`src/rtl/spi_host_sequencer.sv`:
```
// rtl/spi_host_sequencer.sv - SPI-SRAM frame sequencer: serialises cmd/addr/wdata on sdi, captures sdo for reads
module spi_host_sequencer #(
  parameter int               ADDR_W   = 8,
  parameter int               DATA_W   = 8,
  parameter int               CMD_W    = 8,
  parameter logic [CMD_W-1:0] CMD_WR   = 8'h02,
  parameter logic [CMD_W-1:0] CMD_RD   = 8'h03,
  parameter int               TURN_CYC = 2
) (
  input  logic              sck,
  input  logic              rst,
  input  logic              req_valid,
  output logic              req_ready,
  input  logic              req_we,
  input  logic [ADDR_W-1:0] req_addr,
  input  logic [DATA_W-1:0] req_wdata,
  output logic              sdi_o,
  output logic              la_o,
  output logic              da_o,
  input  logic              sdo_i,
  output logic              rsp_valid,
  output logic [DATA_W-1:0] rsp_rdata,
  output logic              busy
);

  localparam int MAXW0 = (CMD_W > ADDR_W) ? CMD_W : ADDR_W;
  localparam int MAXW  = (MAXW0 > DATA_W) ? MAXW0 : DATA_W;
  localparam int MAXC  = (MAXW > TURN_CYC) ? MAXW : TURN_CYC;
  localparam int CW    = (MAXC > 1) ? $clog2(MAXC) : 1;

  typedef enum logic [2:0] {IDLE, CMD, ADDR, WDATA, TURN, RDATA, DONE} state_t;

  state_t            state, state_n;
  logic [CW-1:0]     cnt, cnt_n;
  logic [MAXW-1:0]   tx, tx_n;
  logic [ADDR_W-1:0] addr_r, addr_n;
  logic [DATA_W-1:0] wdata_r, wdata_n, rx, rx_n, rdata_n;
  logic              we_r, we_n;
  logic              sdi_n, la_n, da_n, rv_n, busy_n, ready_n;

  // tx is left-aligned; its MSB is always the bit on sdi during the current cycle
  always_comb begin
    state_n = state;
    cnt_n   = cnt;
    tx_n    = tx;
    addr_n  = addr_r;
    wdata_n = wdata_r;
    we_n    = we_r;
    rx_n    = rx;
    rdata_n = rsp_rdata;
    case (state)
      IDLE: begin
        if (req_valid) begin
          state_n = CMD;
          cnt_n   = CW'(CMD_W - 1);
          we_n    = req_we;
          addr_n  = req_addr;
          wdata_n = req_wdata;
          tx_n    = MAXW'(req_we ? CMD_WR : CMD_RD) << (MAXW - CMD_W);
        end
      end
      CMD: begin
        if (cnt == '0) begin
          state_n = ADDR;
          cnt_n   = CW'(ADDR_W - 1);
          tx_n    = MAXW'(addr_r) << (MAXW - ADDR_W);
        end else begin
          cnt_n = cnt - CW'(1);
          tx_n  = tx << 1;
        end
      end
      ADDR: begin
        if (cnt == '0) begin
          tx_n = '0;
          if (we_r) begin
            state_n = WDATA;
            cnt_n   = CW'(DATA_W - 1);
            tx_n    = MAXW'(wdata_r) << (MAXW - DATA_W);
          end else if (TURN_CYC == 0) begin
            state_n = RDATA;
            cnt_n   = CW'(DATA_W - 1);
          end else begin
            state_n = TURN;
            cnt_n   = CW'((TURN_CYC > 0) ? TURN_CYC - 1 : 0);
          end
        end else begin
          cnt_n = cnt - CW'(1);
          tx_n  = tx << 1;
        end
      end
      WDATA: begin
        if (cnt == '0) begin
          state_n = DONE;
          tx_n    = '0;
        end else begin
          cnt_n = cnt - CW'(1);
          tx_n  = tx << 1;
        end
      end
      TURN: begin
        if (cnt == '0) begin
          state_n = RDATA;
          cnt_n   = CW'(DATA_W - 1);
        end else begin
          cnt_n = cnt - CW'(1);
        end
      end
      RDATA: begin
        rx_n = {rx[DATA_W-2:0], sdo_i};
        if (cnt == '0) begin
          state_n = DONE;
          rdata_n = rx_n;
        end else begin
          cnt_n = cnt - CW'(1);
        end
      end
      DONE:    state_n = IDLE;
      default: state_n = IDLE;
    endcase

    sdi_n   = ((state_n == CMD) || (state_n == ADDR) || (state_n == WDATA)) && tx_n[MAXW-1];
    la_n    = (state_n == ADDR);
    da_n    = (state_n == WDATA) || (state_n == RDATA);
    rv_n    = (state_n == DONE);
    busy_n  = (state_n != IDLE);
    ready_n = (state_n == IDLE);
  end

  always_ff @(posedge sck) begin
    if (rst) begin
      state     <= IDLE;
      cnt       <= '0;
      tx        <= '0;
      addr_r    <= '0;
      wdata_r   <= '0;
      we_r      <= 1'b0;
      rx        <= '0;
      sdi_o     <= 1'b0;
      la_o      <= 1'b0;
      da_o      <= 1'b0;
      rsp_valid <= 1'b0;
      rsp_rdata <= '0;
      busy      <= 1'b0;
      req_ready <= 1'b1;
    end else begin
      state     <= state_n;
      cnt       <= cnt_n;
      tx        <= tx_n;
      addr_r    <= addr_n;
      wdata_r   <= wdata_n;
      we_r      <= we_n;
      rx        <= rx_n;
      sdi_o     <= sdi_n;
      la_o      <= la_n;
      da_o      <= da_n;
      rsp_valid <= rv_n;
      rsp_rdata <= rdata_n;
      busy      <= busy_n;
      req_ready <= ready_n;
    end
  end

endmodule

```
`config.mk`:
```
export PLATFORM = sky130hd
export DESIGN_NAME = spi_host_sequencer
export DESIGN_NICKNAME = d
export VERILOG_FILES = /design/src/rtl/spi_host_sequencer.sv
export SDC_FILE = /design/constraint.sdc
export NUM_CORES = 1
export LEC_CHECK = 0
export ABC_AREA = 1
export CAP_MARGIN = 5
export CORE_AREA = 2 2 97 99
export CTS_BUF_LIST = sky130_fd_sc_hd__clkbuf_4
export DETAILED_ROUTE_END_ITERATION = 6
export DIE_AREA = 0 0 99 101
export GPL_TIMING_DRIVEN = 0
export PLACE_DENSITY = 0.52
export SLEW_MARGIN = 20
export SYNTH_ARGS = -nofsm -noshare
export SYNTH_HDL_FRONTEND = slang
export SYNTH_SLANG_ARGS = --single-unit
```
`constraint.sdc`:
```
create_clock -name sck -period 2.12 [get_ports sck]
set_clock_uncertainty 0.15 [all_clocks]
set_input_delay 0.424 -clock sck [delete_from_list [all_inputs] [get_ports sck]]
set_output_delay 0.424 -clock sck [all_outputs]
set_load 0.03 [all_outputs]
```
# Word level (Yosys, flattened, before mapping)
# Index checks and enable logic that the tools add are counted.
# op_classes
n_addsub,1
multipliers,0
n_div,0
order_cmp,0
eq_ne,12
shifts,0
muxes,20
n_bitwise,0
reduce_logical,16
# ops
op,n
2-to-1 mux 8 bit,5
2-to-1 mux 3 bit,11
case mux 8 bit (4 select lines),1
case mux 3 bit (5 select lines),1
== test 3 x 2 -> 1 bit (second input constant),4
== test 3 bit (second input constant),4
case mux 3 bit (4 select lines),1
zero test 3 bit,3
nonzero test 4 bit,2
== test 3 x 1 -> 1 bit (second input constant),2
AND reduction 2 bit,3
inequality test 2 bit (second input constant),2
OR reduction 2 bit,2
logical OR 1 bit,3
AND reduction 3 bit,1
nonzero test 3 bit,1
subtractor 3 x 1 -> 3 bit (second input constant),1
logical AND 1 bit,1
2-to-1 mux 1 bit,1
# totals
regBits,52
latchBits,0
mem_bits_rw,0
romBits,0
inputBits,21
word_cells,64
memories,0

# Depth between registers and ports, before layout
# Gate-level depths: netlist of the first run.
# logic_depth
ltp_word,7
depth_mapped,11
depth_no_buf,11

# Least setup slack after synthesis of the first run
# OpenSTA, ideal clock, no wires.
# synth_timing
kind,reg2reg
from,register cnt[0]
to,register sdi_o
setup_ns,0.117
t_arrival_ns,1.297
t_required_ns,1.853
path_slack_ns,0.556
stages_incl_launch_ff,12
path_buffers,0
period_less_slack_ns,1.564
cell_sequence,dfxtp_1 -> inv_1 -> ha_1 -> inv_1 -> nor2_1 -> nand2_1 -> nor2_1 -> inv_1 -> nand3_1 -> inv_1 -> o21ai_0 -> nor2_1
# synth_between
elab_chain_len,7
word_cells_on_any_way,16
# synth_lines
element,line_no,source
from (decl),34,"logic [CW-1:0] cnt, cnt_n;"
from (signal assigned),147,cnt <= cnt_n;
zero test 3 bit (*),n/a,
"2-to-1 mux 3 bit, on equally long branches",n/a,
case mux 3 bit (5 select lines),51,case (state)
== test 3 x 1 -> 1 bit / == test 3 x 2 -> 1 bit (equally long branches),121,sdi_n = ((state_n == CMD) || (state_n == ADDR) || (state_n == WDATA)) && tx_n[MAXW-1];
logical OR 1 bit (2 in series),121,
logical AND 1 bit (*),121,
to (signal assigned),153,sdi_o <= sdi_n;
to (decl),17,"output logic sdi_o,"
# Every way passes the cells marked *; elsewhere a longest branch is shown, timed or not.
# A chain may end at the register's enable or synchronous reset.

# Worst setup path in the final report of the first run
# layout_timing
from,register rsp_rdata[7]
to,output port rsp_rdata[7]
# layout_lines
element,line_no,source
from (decl),22,"output logic [DATA_W-1:0] rsp_rdata,"
from (signal assigned),157,rsp_rdata <= rdata_n;
# No word-level cell between the ends.

==> flow_metrics.env, run 1 <==
export IMPL_maxSlewViolCount=0
export IMPL_drtPass1Iterations=4
export IMPL_yosysWarnings=0
export IMPL_start_util=0.243
export IMPL_cts_hold_buf=0
export IMPL_avgRoutedWirePerCell_um=11.6
export IMPL_final_common_cell="dfxtp_1"
export IMPL_routed_via_density=4.43
export IMPL_antenna_found_initial=0
export IMPL_p_leak_nw=1.10
export IMPL_top_usage_layer="met2"
export IMPL_cts_root_buffer="clkbuf_4"
export IMPL_clock_sinks=52
export IMPL_max_freq_mhz=497
export IMPL_fin_cells=453
export IMPL_avgSynthCellArea_um2=7.23
export IMPL_fp_row_count=35
export IMPL_worstSkewPairLatency_ps=370
export IMPL_io_pins=35
export IMPL_cts_buffers=5
export IMPL_place_hpwl_um=3900
export IMPL_layout_nets=364
export IMPL_antenna_cells=0
export IMPL_tightest_slew_ps=532
export IMPL_cellPowerDensity_nw_per_um2=781
export IMPL_vias=2009
export IMPL_min_period_ps=2010
export IMPL_area_growth_pct=25.3
export IMPL_port_buffers=33
export IMPL_setup_viol=0
export IMPL_hold_ws_ps=307
export IMPL_die_y_um=101
export IMPL_end_kind="output port"
export IMPL_crit_slowest_cell="clkdlybuf4s50_1"
export IMPL_htreeDepth=2
export IMPL_grt_ovfl_total=0
export IMPL_use_met1=0.153
export IMPL_syn_inst=301
export IMPL_grt_pass1_wl_um=9070
export IMPL_status="completed"
export IMPL_grt_max_degree=17
export IMPL_drc=0
export IMPL_fp_dieW_um=99
export IMPL_fin_crit_sh=0.948
export IMPL_max_cap_violations=0
export IMPL_routed_wl_um=5270
export IMPL_place_ws_ps=95.0
export IMPL_crit_fanout=2
export IMPL_yosysSeqAreaShare=0.478
export IMPL_synth_seq_cells=52
export IMPL_placed_cells=445
export IMPL_fin_ws_ps=109
export IMPL_gp_congestion=0.808
export IMPL_required_ps=1550
export IMPL_die_area_um2=10000
export IMPL_final_area_um2=2730
export IMPL_mostFrequentLayoutCells="52 x dfxtp_1, 50 x o21ai_0, 46 x inv_1"
export IMPL_rsz0062_at_grt="false"
export IMPL_ir_drop_uv=240
export IMPL_postRouteAntennaNets=0
export IMPL_syn_nets=324
export IMPL_fin_util=0.304
export IMPL_synthesis_area_um2=2180
export IMPL_crit_type="flip-flop to output port"
export IMPL_worstSetupStartpointType="flip-flop"
export IMPL_grt_pass1_vias=1970
export IMPL_relSlewSlack=0.646
export IMPL_cp_data_arrival_time_ps=1440
export IMPL_core_area_um2=8980
export IMPL_cpPeakStageDelay_ps=680
export IMPL_drive_above_1_share=0.0585
export IMPL_placed_cell_area_um2=2650
export IMPL_cp_cell_sequence="clkdlybuf4s50_1"
export IMPL_total_power_mw=2.13
export IMPL_fin_tns_setup_ps=0
export IMPL_critPathTopFamily="buffers and inverters"
export IMPL_cp_num_buf_inv=1
export IMPL_clk_pin_slew_ps=150
export IMPL_drtIter0Drc=67
export IMPL_yosys_cell_types_count=21
export IMPL_grtUsageMet2=0.178
export IMPL_tritoncts="done"
export IMPL_grt_usage=0.113
export IMPL_clockBufferDepth=2
export IMPL_hold_viol=0
export IMPL_hold_class="input pin to flip-flop"
export IMPL_grtUsageMet3=0.0264
area by class of cell:
cell class	instances	area [um^2]
fill	978	6250
sequential	52	1040
multi-input combinational	189	902
timing repair buffer	33	330
inverter	47	176
tap	111	139
buffer	13	60.1
clock inverter	3	42.5
clock buffer	5	37.5
cell families after synthesis:
| logic type | Yosys count | share of synthesized area |
|---|---|---|
| xor gates and xnor gates | 1 | 0.00402 |
| AOI/OAI and AO/OA | 97 | 0.228 |
| DFF | 52 | 0.478 |
| and+or+nand+nor | 89 | 0.170 |
| buffers and inverters | 60 | 0.109 |
| adders and majority gates | 2 | 0.0115 |
synth_stat cells:
cell | count | area share
nand3_2 | 2 | 0.0092
inv_1 | 46 | 0.079
dfxtp_1 | 52 | 0.48
nand3_1 | 10 | 0.023
nor2_2 | 2 | 0.0057
a211oi_1 | 2 | 0.0069
buf_4 | 1 | 0.0034
nor3_1 | 2 | 0.0046
o21ai_0 | 50 | 0.11
nand4_1 | 1 | 0.0029
inv_2 | 1 | 0.0017
o211ai_1 | 1 | 0.0034
clkbuf_1 | 6 | 0.010
a21o_1 | 1 | 0.0034
nand2_1 | 42 | 0.072
buf_2 | 6 | 0.014
ha_1 | 2 | 0.011
nor2_1 | 30 | 0.052
a31oi_1 | 1 | 0.0029
a21oi_1 | 42 | 0.097
xnor2_1 | 1 | 0.0040
what timing repair did:
item	in CTS	in global routing
resized for setup	0	1
setup endpoints to repair	0	1
hold endpoints to repair	0	0
buffers inserted	0	0
per-layer routing:
metal  vias up  part of all wire
li1       1049                 -
met1       915              0.50
met2        41              0.45
met3         4             0.048
met4         0            0.0078
met5         -                 0
final timing paths:
kind / startpoint / end / slack, ps / depth (start not counted)
hold / removal: rst / da_o / 310 / 2
setup / recovery: rsp_rdata[7] / rsp_rdata[7] / 110 / 1
setup reg to reg: cnt[0] / sdi_o / 320 / 11
hold reg to reg: addr_r[2] / addr_r[2] / 310 / 2
power breakdown:
group / total (mW) / switching, mW / internal, mW / leakage, nW
registers: 1.10 / 0.0385 / 1.06 / 0.426
logic: 0.459 / 0.293 / 0.166 / 0.634
clock network: 0.573 / 0.326 / 0.247 / 0.0428
state kept, by name, summed over array words and instances, names as in the netlist:
signal	count
addr_r	8
busy	1
cnt	3
da_o	1
la_o	1
req_ready	1
rsp_rdata	8
rsp_valid	1
rx	7
sdi_o	1
state	3
tx	8
wdata_r	8
we_r	1
No activity file was read; power rests on OpenSTA's default activity.
==> run 2, diff against run 1 <==
- CTS_CLUSTER_DIAMETER: default -> 150
- SKIP_CTS_REPAIR_TIMING: default -> 1
==> results of run 2 <==
No change in the layout: final DEF, timing and power equal those of run 1.
